$ cat src/rtl/hamming_pkg.sv
// Shared Hamming(7,4) codeword widths and types for the codeword path.
package hamming_pkg;

    localparam int CW_W  = 7;
    localparam int IDX_W = 3;
    localparam int CNT_W = 8;

    typedef logic [CW_W:1] codeword_t;

endpackage

$ cat src/rtl/bit_flip_mask.sv
// Turns a bit index into a one-hot flip mask over codeword bits 1..CW_W;
// index 0 or anything past CW_W yields an all-zero mask.
module bit_flip_mask
    import hamming_pkg::*;
#(
    parameter int CW_W  = hamming_pkg::CW_W,
    parameter int IDX_W = hamming_pkg::IDX_W
) (
    input  logic [IDX_W-1:0] indx,
    output logic [CW_W:1]    mask
);

    always_comb begin
        mask = '0;
        for (int k = 1; k <= CW_W; k++) begin
            if (indx == IDX_W'(k)) mask[k] = 1'b1;
        end
    end

endmodule

$ cat src/rtl/bit_corrupter.sv
// Registered single-bit error injector placed between Hamming encoder and
// decoder; also counts how many accepted words were corrupted.
module bit_corrupter
    import hamming_pkg::*;
#(
    parameter int CW_W  = hamming_pkg::CW_W,
    parameter int IDX_W = hamming_pkg::IDX_W,
    parameter int CNT_W = hamming_pkg::CNT_W
) (
    input  logic             clk,
    input  logic             rst,
    input  logic             in_valid,
    input  logic [IDX_W-1:0] indx,
    input  logic [CW_W:1]    data_in,
    output logic             out_valid,
    output logic [CW_W:1]    data_out,
    output logic             corrupted,
    output logic [CNT_W-1:0] corrupt_cnt
);

    logic [CW_W:1] mask;
    logic          flip;

    bit_flip_mask #(.CW_W(CW_W), .IDX_W(IDX_W)) u_mask (
        .indx (indx),
        .mask (mask)
    );

    // Mask is one-hot or zero, so any set bit means exactly one flip.
    assign flip = |mask;

    always_ff @(posedge clk) begin
        if (rst) begin
            out_valid   <= 1'b0;
            data_out    <= '0;
            corrupted   <= 1'b0;
            corrupt_cnt <= '0;
        end else begin
            out_valid <= in_valid;
            if (in_valid) begin
                data_out  <= data_in ^ mask;
                corrupted <= flip;
                if (flip) corrupt_cnt <= corrupt_cnt + 1'b1;
            end
        end
    end

endmodule

$ cat config.mk
export PLATFORM = sky130hd
export DESIGN_NAME = bit_corrupter
export DESIGN_NICKNAME = d
export VERILOG_FILES = /design/src/rtl/hamming_pkg.sv /design/src/rtl/bit_flip_mask.sv /design/src/rtl/bit_corrupter.sv
export SDC_FILE = /design/constraint.sdc
export NUM_CORES = 1
export LEC_CHECK = 0
export BUFFER_PORTS_ARGS = -buffer_cell sky130_fd_sc_hd__buf_4
export CORE_UTILIZATION = 45
export CTS_BUF_LIST = sky130_fd_sc_hd__clkbuf_8
export DETAILED_ROUTE_END_ITERATION = 7
export PLACE_DENSITY = 0.77
export SETUP_SLACK_MARGIN = 0.15
export SLEW_MARGIN = 20
export SYNTH_ARGS = -nofsm -noshare
export SYNTH_HDL_FRONTEND = slang
export SYNTH_SLANG_ARGS = --single-unit
$ cat constraint.sdc
create_clock -name clk -period 2 [get_ports clk]
set_input_delay 0.2 -clock clk [delete_from_list [all_inputs] [get_ports clk]]
set_output_delay 0.2 -clock clk [all_outputs]
set_load 0.005 [all_outputs]
Yosys cells after proc, flatten, opt, wreduce, memory -nomap -nowiden
Index checks and enable logic that the tools add are counted.
{ "op_classes": {"n_eq_ne": 7, "muxes": 7, "add_sub_neg": 1, "reduce_logical": 2, "bitwise_logic": 1} }
{ "ops": {"columns": ["operator", "n"], "rows": [
  ["$eq A3 B3 Y1 const B", 4],
  ["$add A8 B1 Y8 const B", 1],
  ["$mux W1", 7],
  ["$reduce_or A7 Y1", 1],
  ["$xor A7 B7 Y7", 1],
  ["$eq A3 B2 Y1 const B", 2],
  ["$eq A3 B1 Y1 const B", 1],
  ["$reduce_and A2 Y1", 1]
]} }
{ "totals": {"regBits": 17, "word_cells": 22, "inputBits": 13} }

Depth between registers and ports, before layout
Gate-level depths: netlist of run 1.
{ "logic_depth": {"depth_word": 4, "depth_mapped": 4} }

Hierarchy
Synthesis of run 1 repeated with hierarchy kept, for this count alone.
{ "unflattened": {"hier_cells": 87, "area_unflattened_um2": 802.0} }
{ "by_module_without_submodules": {"columns": ["module", "cells_per_inst", "seq_area_each_um2", "n_inst", "area_per_inst_um2"], "rows": [
  ["bit_corrupter", 80, 340.3, 1, 742.0],
  ["bit_flip_mask", 7, 0.0, 1, 60.1]
]} }

Least setup slack after synthesis of run 1
No wires, ideal clock.
{ "synth_path": {"path_kind": "register to register", "startpoint": "register corrupt_cnt[0]", "endpoint": "register corrupt_cnt[4]", "period_less_slack_ps": 1232, "t_required_ps": 1930, "n_path_buf": 0, "path_slack_ps": 768, "stages_incl_launch_ff": 5, "arrival_ps": 1161, "setup_time_ps": 70, "path_cell_list": "dfxtp_1 -> ha_1 -> nand2_1 -> or3_2 -> a21oi_1"} }
{ "synth_between": {"elab_chain_len": 1} }
{ "synth_lines": {"columns": ["item", "line", "rtl"], "rows": [
  ["start, declared", "bit_corrupter.sv:18", "output logic [CNT_W-1:0] corrupt_cnt"],
  ["start signal, assigned", "bit_corrupter.sv:43", "if (flip) corrupt_cnt <= corrupt_cnt + 1'b1;"],
  ["$add A8 B1 Y8", "bit_corrupter.sv:43", null]
]} }
No other way between the ends.
A chain may end at the register's enable or synchronous reset.

Final worst setup path of run 1
{ "layout_path": {"startpoint": "register corrupt_cnt[0]", "endpoint": "register corrupt_cnt[6]"} }
Same word-level chain as after synthesis.

==> results of run 1 <==
## metal layers
layer / vias up / global-route usage / routed length [um]
li1: 365 / - / -
met1: 321 / 0.234 / 775
met2: 18 / 0.297 / 794
met3: 4 / 0.0367 / 57
met4: 0 / 0.127 / 31
met5: - / 0 / 0
## through the flow
stage / instances / setup slack, ns / total power, mW / area, um2 / hold WS [ns]
3_3_place_gp: 132 / 0.675 / 0.483 / 1010 / 0.458
4_1_cts: 136 / 0.626 / 0.737 / 1060 / 0.235
6_report: 136 / 0.617 / 0.729 / 1060 / 0.235
3_5_place_dp: 132 / 0.660 / 0.486 / 1010 / 0.472
5_1_grt: 136 / 0.549 / 0.768 / 1060 / 0.237
2_1_floorplan: 86 / 0.768 / 0.435 / 810 / 0.380
## power by group through the flow
| stage | registers [mW] | clock network (mW) | logic [mW] |
|---|---|---|---|
| CTS | 0.370 | 0.258 | 0.109 |
| global route | 0.372 | 0.277 | 0.119 |
| detailed placement | 0.377 | 0 | 0.108 |
| floorplan | 0.377 | 0 | 0.0587 |
| finish | 0.370 | 0.251 | 0.108 |
| global placement | 0.377 | 0 | 0.106 |
## layout by cell type, fill, tap and decap left out
cell,count
a211oi_1,6
a21oi_1,6
a311oi_1,1
buf_4,29
clkbuf_8,3
clkinv_2,1
dfxtp_1,17
ha_1,1
mux2i_1,1
nand2_1,5
nand2b_1,1
nand3_1,1
nand3b_1,2
nand4_1,1
nor2_1,10
nor2b_1,1
nor3b_1,2
nor3b_2,1
o21ai_0,3
o311ai_0,1
o311ai_4,1
o31ai_1,4
or3_1,1
or3_2,2
or4_1,3
xnor2_1,3
xor2_1,5
## worst min-delay path, cell delays in order
cell and delay (ns):
buf_4 0.08, xnor2_1 0.10, a211oi_1 0.06
## final cells by class
cell class                 count  area, um2  share of cell area
tap                           24       30.0              0.0284
sequential                    17        340               0.322
clock inverter                 1       5.00             0.00473
multi-input combinational     62        423               0.400
clock buffer                   3       41.3              0.0391
timing repair buffer          29        218               0.206
## registers in the layout (all words and copies together) (netlist names)
| name | flops |
|---|---|
| corrupt_cnt | 8 |
| data_out | 7 |
| corrupted | 1 |
| out_valid | 1 |
## kinds of logic after synthesis
group                      after synthesis  synth area share
and+or+nand+nor                         30             0.206
AOI/OAI and AO/OA                       22             0.202
DFF                                     17             0.420
xor gates and xnor gates                 8            0.0866
buffers and inverters                    7            0.0572
muxes                                    1            0.0124
adders and majority gates                1            0.0155
## worst max-delay path by stage
stage | to | from | slack [ns]
2_1_floorplan | corrupt_cnt[4] | corrupt_cnt[0] | 0.77
3_3_place_gp | corrupt_cnt[6] | corrupt_cnt[0] | 0.67
3_5_place_dp | corrupt_cnt[6] | corrupt_cnt[0] | 0.66
4_1_cts | corrupt_cnt[6] | corrupt_cnt[0] | 0.63
5_1_grt | corrupt_cnt[6] | corrupt_cnt[0] | 0.55
6_report | corrupt_cnt[6] | corrupt_cnt[0] | 0.62
==> flow_summary.json, run 1 <==
{
  "core.rowCount": 14,
  "fmax_ghz": 0.723,
  "die_w_um": 44.4,
  "fillCellCount": 136,
  "grt.overflow.total": 0,
  "synth_area_leaders": "dfxtp_1 42%, a211oi_1 5.6%, xor2_1 5.4%",
  "tritoncts": "done",
  "pwr-share-comb": 0.148,
  "setup_viol": 0,
  "drtPass1Iterations": 2,
  "vias": 708,
  "clk_pin_slew_ns": 0.07,
  "tightest_slew_ns": 0.548,
  "drc": 0,
  "synth_ff_type": "dfxtp_1",
  "crit_cells": 4,
  "seq_area_frac_synth": 0.420,
  "crit_arrival_ns": 1.56,
  "p_leak_nw": 0.413,
  "end_kind": "flip-flop",
  "period_needed_ns": 1.38,
  "netlist.area_leader.share": 0.420,
  "die_h_um": 44.4,
  "finalSetupTns_ns": 0,
  "initial_utilization": 0.508,
  "rr_worst_depth": 4,
  "swShare": 0.241,
  "die-area_um2": 1970,
  "grt_pass1_wl_um": 2680,
  "routabilityCongestion": 0.710,
  "path_buf_inv": 0,
  "core_area_um2": 1590,
  "cts_max_path_buffers": 2,
  "min_path_cells": 3,
  "n_antenna_cell": 0,
  "r2r_start": "corrupt_cnt[0]",
  "cp_data_required_time_ns": 2.18,
  "path_class": "flip-flop to flip-flop",
  "ctsResizeCount": 0,
  "r2r_slack_ns": 0.62,
  "p_per_area_nw_per_um2": 689,
  "syn_avg_cell_area_um2": 9.41,
  "worstPathMaxFanout": 5,
  "critPathSlowestCell": "dfxtp_1",
  "drt-total-wl_um": 1660,
  "fin_nets": 127,
  "final_util": 0.663,
  "timing.rr.end": "corrupt_cnt[6]",
  "pin_count": 30,
  "start_kind": "flip-flop",
  "max_slew_margin": 0.631,
  "area_growth_pct": 30.6,
  "synth_nets": 100,
  "fin_skew_ns": 0.00728,
  "finalHoldViolCount": 0,
  "dp_hpwl_um": 1160,
  "cap_violations": 0,
  "grtUsageTotal": 0.189,
  "wl_per_cell_um": 12.2,
  "synth_edf_count": 0,
  "worstHoldStart": "data_in[1]",
  "final_antenna_net_count": 0,
  "synth.largest_area_cell": "dfxtp_1",
  "cp_cell_sequence": "ha_1, nand2_1, or4_1, a21oi_1",
  "worstSkewPairLatency_ns": 0.25,
  "worst_ir_drop_vdd_mv": 0.364,
  "p_sw_mw": 0.176,
  "drive_above_1_share": 0.330,
  "ys_warn_count": 0,
  "hold_class": "input port to flip-flop",
  "rsz0062_at_grt": "false",
  "period_share": 0.692,
  "synth_cells": 86,
  "hold_end": "data_out[1]",
  "numCtsBuffers": 3,
  "async_reset_ff_frac": 0,
  "synth.most_common_cell": "dfxtp_1",
  "cts.sinks": 17,
  "cts_max_level": 1,
  "cts_hold_buffers": 0,
  "antenna_found_initial": 0,
  "viasPerCell": 5.21,
  "seqPwrFrac": 0.508,
  "cpPeakStageDelay_ns": 0.45,
  "syn-cell-area_um2": 810,
  "first_iter_violations": 13,
  "io_buffers": 29,
  "synthTopCellsByCount": "17 x dfxtp_1, 10 x nor2_1, 6 x a211oi_1, 6 x a21oi_1",
  "p_int_mw": 0.553,
  "yosys.cell_types.count": 29,
  "status": "finished, final reports clean",
  "p_clk_frac": 0.344,
  "ys_ff_latch": 17,
  "drv_slew": 0,
  "cp_top_family": "simple AND/OR/NAND/NOR gates",
  "cts_root_buf": "clkbuf_8",
  "grt_max_degree": 20,
  "grt_pass1_vias": 637,
  "postCtsSetupBuffers": 0
}
(Power assumes the default switching activity.)
==> run 2, diff against run 1 <==
--- a/config.mk
+++ b/config.mk
@@ -9,7 +9,7 @@
 export CORE_UTILIZATION = 45
 export CTS_BUF_LIST = sky130_fd_sc_hd__clkbuf_8
 export DETAILED_ROUTE_END_ITERATION = 7
-export PLACE_DENSITY = 0.77
+export PLACE_DENSITY = 0.8
 export SETUP_SLACK_MARGIN = 0.15
 export SLEW_MARGIN = 20
 export SYNTH_ARGS = -nofsm -noshare
==> constraint.sdc (replaced) <==
create_clock -name clk -period 1.2 [get_ports clk]
set_input_delay 0.12 -clock clk [delete_from_list [all_inputs] [get_ports clk]]
set_output_delay 0.12 -clock clk [all_outputs]
set_load 0.005 [all_outputs]
==> flow_summary.json, run 2 (synthesis results as in run 1) <==
{
  "swShare": 0.251,
  "drt-total-wl_um": 1950,
  "die_w_um": 44.4,
  "r2r_start": "corrupt_cnt[1]",
  "top_register": "corrupt_cnt",
  "antenna_found_initial": 0,
  "pin_count": 30,
  "setup_viol": 1,
  "p_int_mw": 0.938,
  "fmax_ghz": 0.830,
  "viasPerCell": 5.38,
  "most-common-layout-cells": "39 x buf_4, 11 x dfxtp_1, 10 x nor2_1, 6 x a211oi_1, 5 x xor2_1",
  "worst_slack_ns": -0.00478,
  "period_needed_ns": 1.20,
  "die-area_um2": 1970,
  "p_leak_nw": 0.468,
  "cts_max_level": 1,
  "rr_worst_depth": 3,
  "numCtsBuffers": 3,
  "largestRegisters": "corrupt_cnt (8), data_out (7)",
  "cp_data_required_time_ns": 1.39,
  "drc": 0,
  "start_kind": "flip-flop",
  "tritoncts": "done",
  "end_kind": "flip-flop",
  "cap_violations": 0,
  "rsz0062_at_grt": "true",
  "layout_commonest_cell": "buf_4",
  "drive_above_1_share": 0.496,
  "finalHoldViolCount": 0,
  "crit_arrival_ns": 1.39,
  "cts.sinks": 17,
  "max_slew_margin": 0.745,
  "grtUsageTotal": 0.223,
  "initial_utilization": 0.508,
  "seqPwrFrac": 0.491,
  "dp_hpwl_um": 1260,
  "worstPathMaxFanout": 4,
  "cts_root_buf": "clkbuf_8",
  "p_clk_frac": 0.341,
  "timing.rr.end": "corrupt_cnt[5]",
  "io_buffers": 29,
  "first_iter_violations": 12,
  "wl_per_cell_um": 13.3,
  "core.rowCount": 14,
  "tightest_slew_ns": 0.378,
  "period_share": 1.00,
  "violations": "negative setup slack",
  "final_util": 0.752,
  "core_area_um2": 1590,
  "drtPass1Iterations": 4,
  "worstSkewPairLatency_ns": 0.25,
  "die_h_um": 44.4,
  "status": "finished with violations",
  "fin_nets": 138,
  "grt.overflow.total": 0,
  "fin_skew_ns": 0.00510,
  "pwr-share-comb": 0.168,
  "clk_pin_slew_ns": 0.07,
  "path_class": "flip-flop to flip-flop",
  "p_per_area_nw_per_um2": 1040,
  "grt_pass1_wl_um": 3220,
  "p_sw_mw": 0.314,
  "cp-endpoint": "corrupt_cnt[5]",
  "drv_slew": 0,
  "hold_class": "input port to flip-flop",
  "cts_max_path_buffers": 2,
  "crit_start": "corrupt_cnt[1]",
  "final_antenna_net_count": 0,
  "largest_reg_flops": 8,
  "cts_hold_buffers": 0,
  "routabilityCongestion": 0.705,
  "area_growth_pct": 48.1,
  "fillCellCount": 123,
  "worst_ir_drop_vdd_mv": 0.654,
  "vias": 791,
  "finalSetupTns_ns": -0.00478,
  "grt_max_degree": 19,
  "grt_pass1_vias": 803,
  "r2r_slack_ns": -0.005,
  "n_antenna_cell": 0
}
## run 2: cell types whose count changed in the layout (fill, tap and decap cells not counted), sizes merged
| cell | delta |
|---|---|
| o311ai | +1 |
| buf | +10 |
## run 2: cell type report
class	count	area, um2	share of cell area
flip-flops and latches	17	355	0.296
repair buffers	39	293	0.244
clock buffers	3	41.3	0.0344
well taps	24	30.0	0.0251
multi-input cells	63	474	0.396
clock inverters	1	5.00	0.00418
## run 2: worst max-delay path: stages (launching register included)
cell,delay (ns)
dfxtp_4,0.38
nand2_1,0.12
or4_1,0.49
a21oi_1,0.15
## run 2: how the worst min path moves through the flow
stage / depth (start not counted) / to / slack, ns / startpoint
after floorplan: 2 / data_out[3] / 0.30 / data_in[3]
after global placement: 3 / data_out[1] / 0.42 / data_in[1]
after detailed placement: 3 / data_out[3] / 0.42 / data_in[3]
after CTS: 2 / corrupt_cnt[4] / 0.13 / rst
after global routing: 2 / corrupt_cnt[6] / 0.16 / rst
final: 2 / corrupt_cnt[6] / 0.15 / rst
## run 2: metrics by stage
stage | std cells | instance area [um2] | hold slack (ns) | worst slack, ns | power [mW]
6_report | 147 | 1200 | 0.153 | -0.00478 | 1.25
5_1_grt | 147 | 1200 | 0.162 | -0.0468 | 1.32
3_3_place_gp | 136 | 1060 | 0.419 | 0.0345 | 0.816
3_5_place_dp | 136 | 1060 | 0.421 | -0.0107 | 0.821
4_1_cts | 147 | 1180 | 0.133 | 0.00878 | 1.27
2_1_floorplan | 86 | 833 | 0.300 | 0.0494 | 0.732
## run 2: metal layers
metal | vias up | global-route usage | wire [um]
met4 | 0 | 0.121 | 46
met3 | 4 | 0.0408 | 95
met2 | 29 | 0.391 | 989
li1 | 389 | - | -
met5 | - | 0 | 0
met1 | 369 | 0.253 | 822
## run 2: repair_timing
action / in CTS / in global routing
gates cloned: 1 / 0
resized for setup: 3 / 5
pin swaps: 3 / 0
endpoints found under the setup margin: 5 / 6
buffers inserted: 6 / 0
## run 2: power groups by stage
stage               Combinational [mW]  Sequential, mW  Clock, mW
CTS                              0.209           0.615      0.450
global placement                 0.185           0.631          0
finish                           0.211           0.615      0.427
floorplan                       0.0994           0.632          0
global route                     0.232           0.618      0.467
detailed placement               0.190           0.632          0
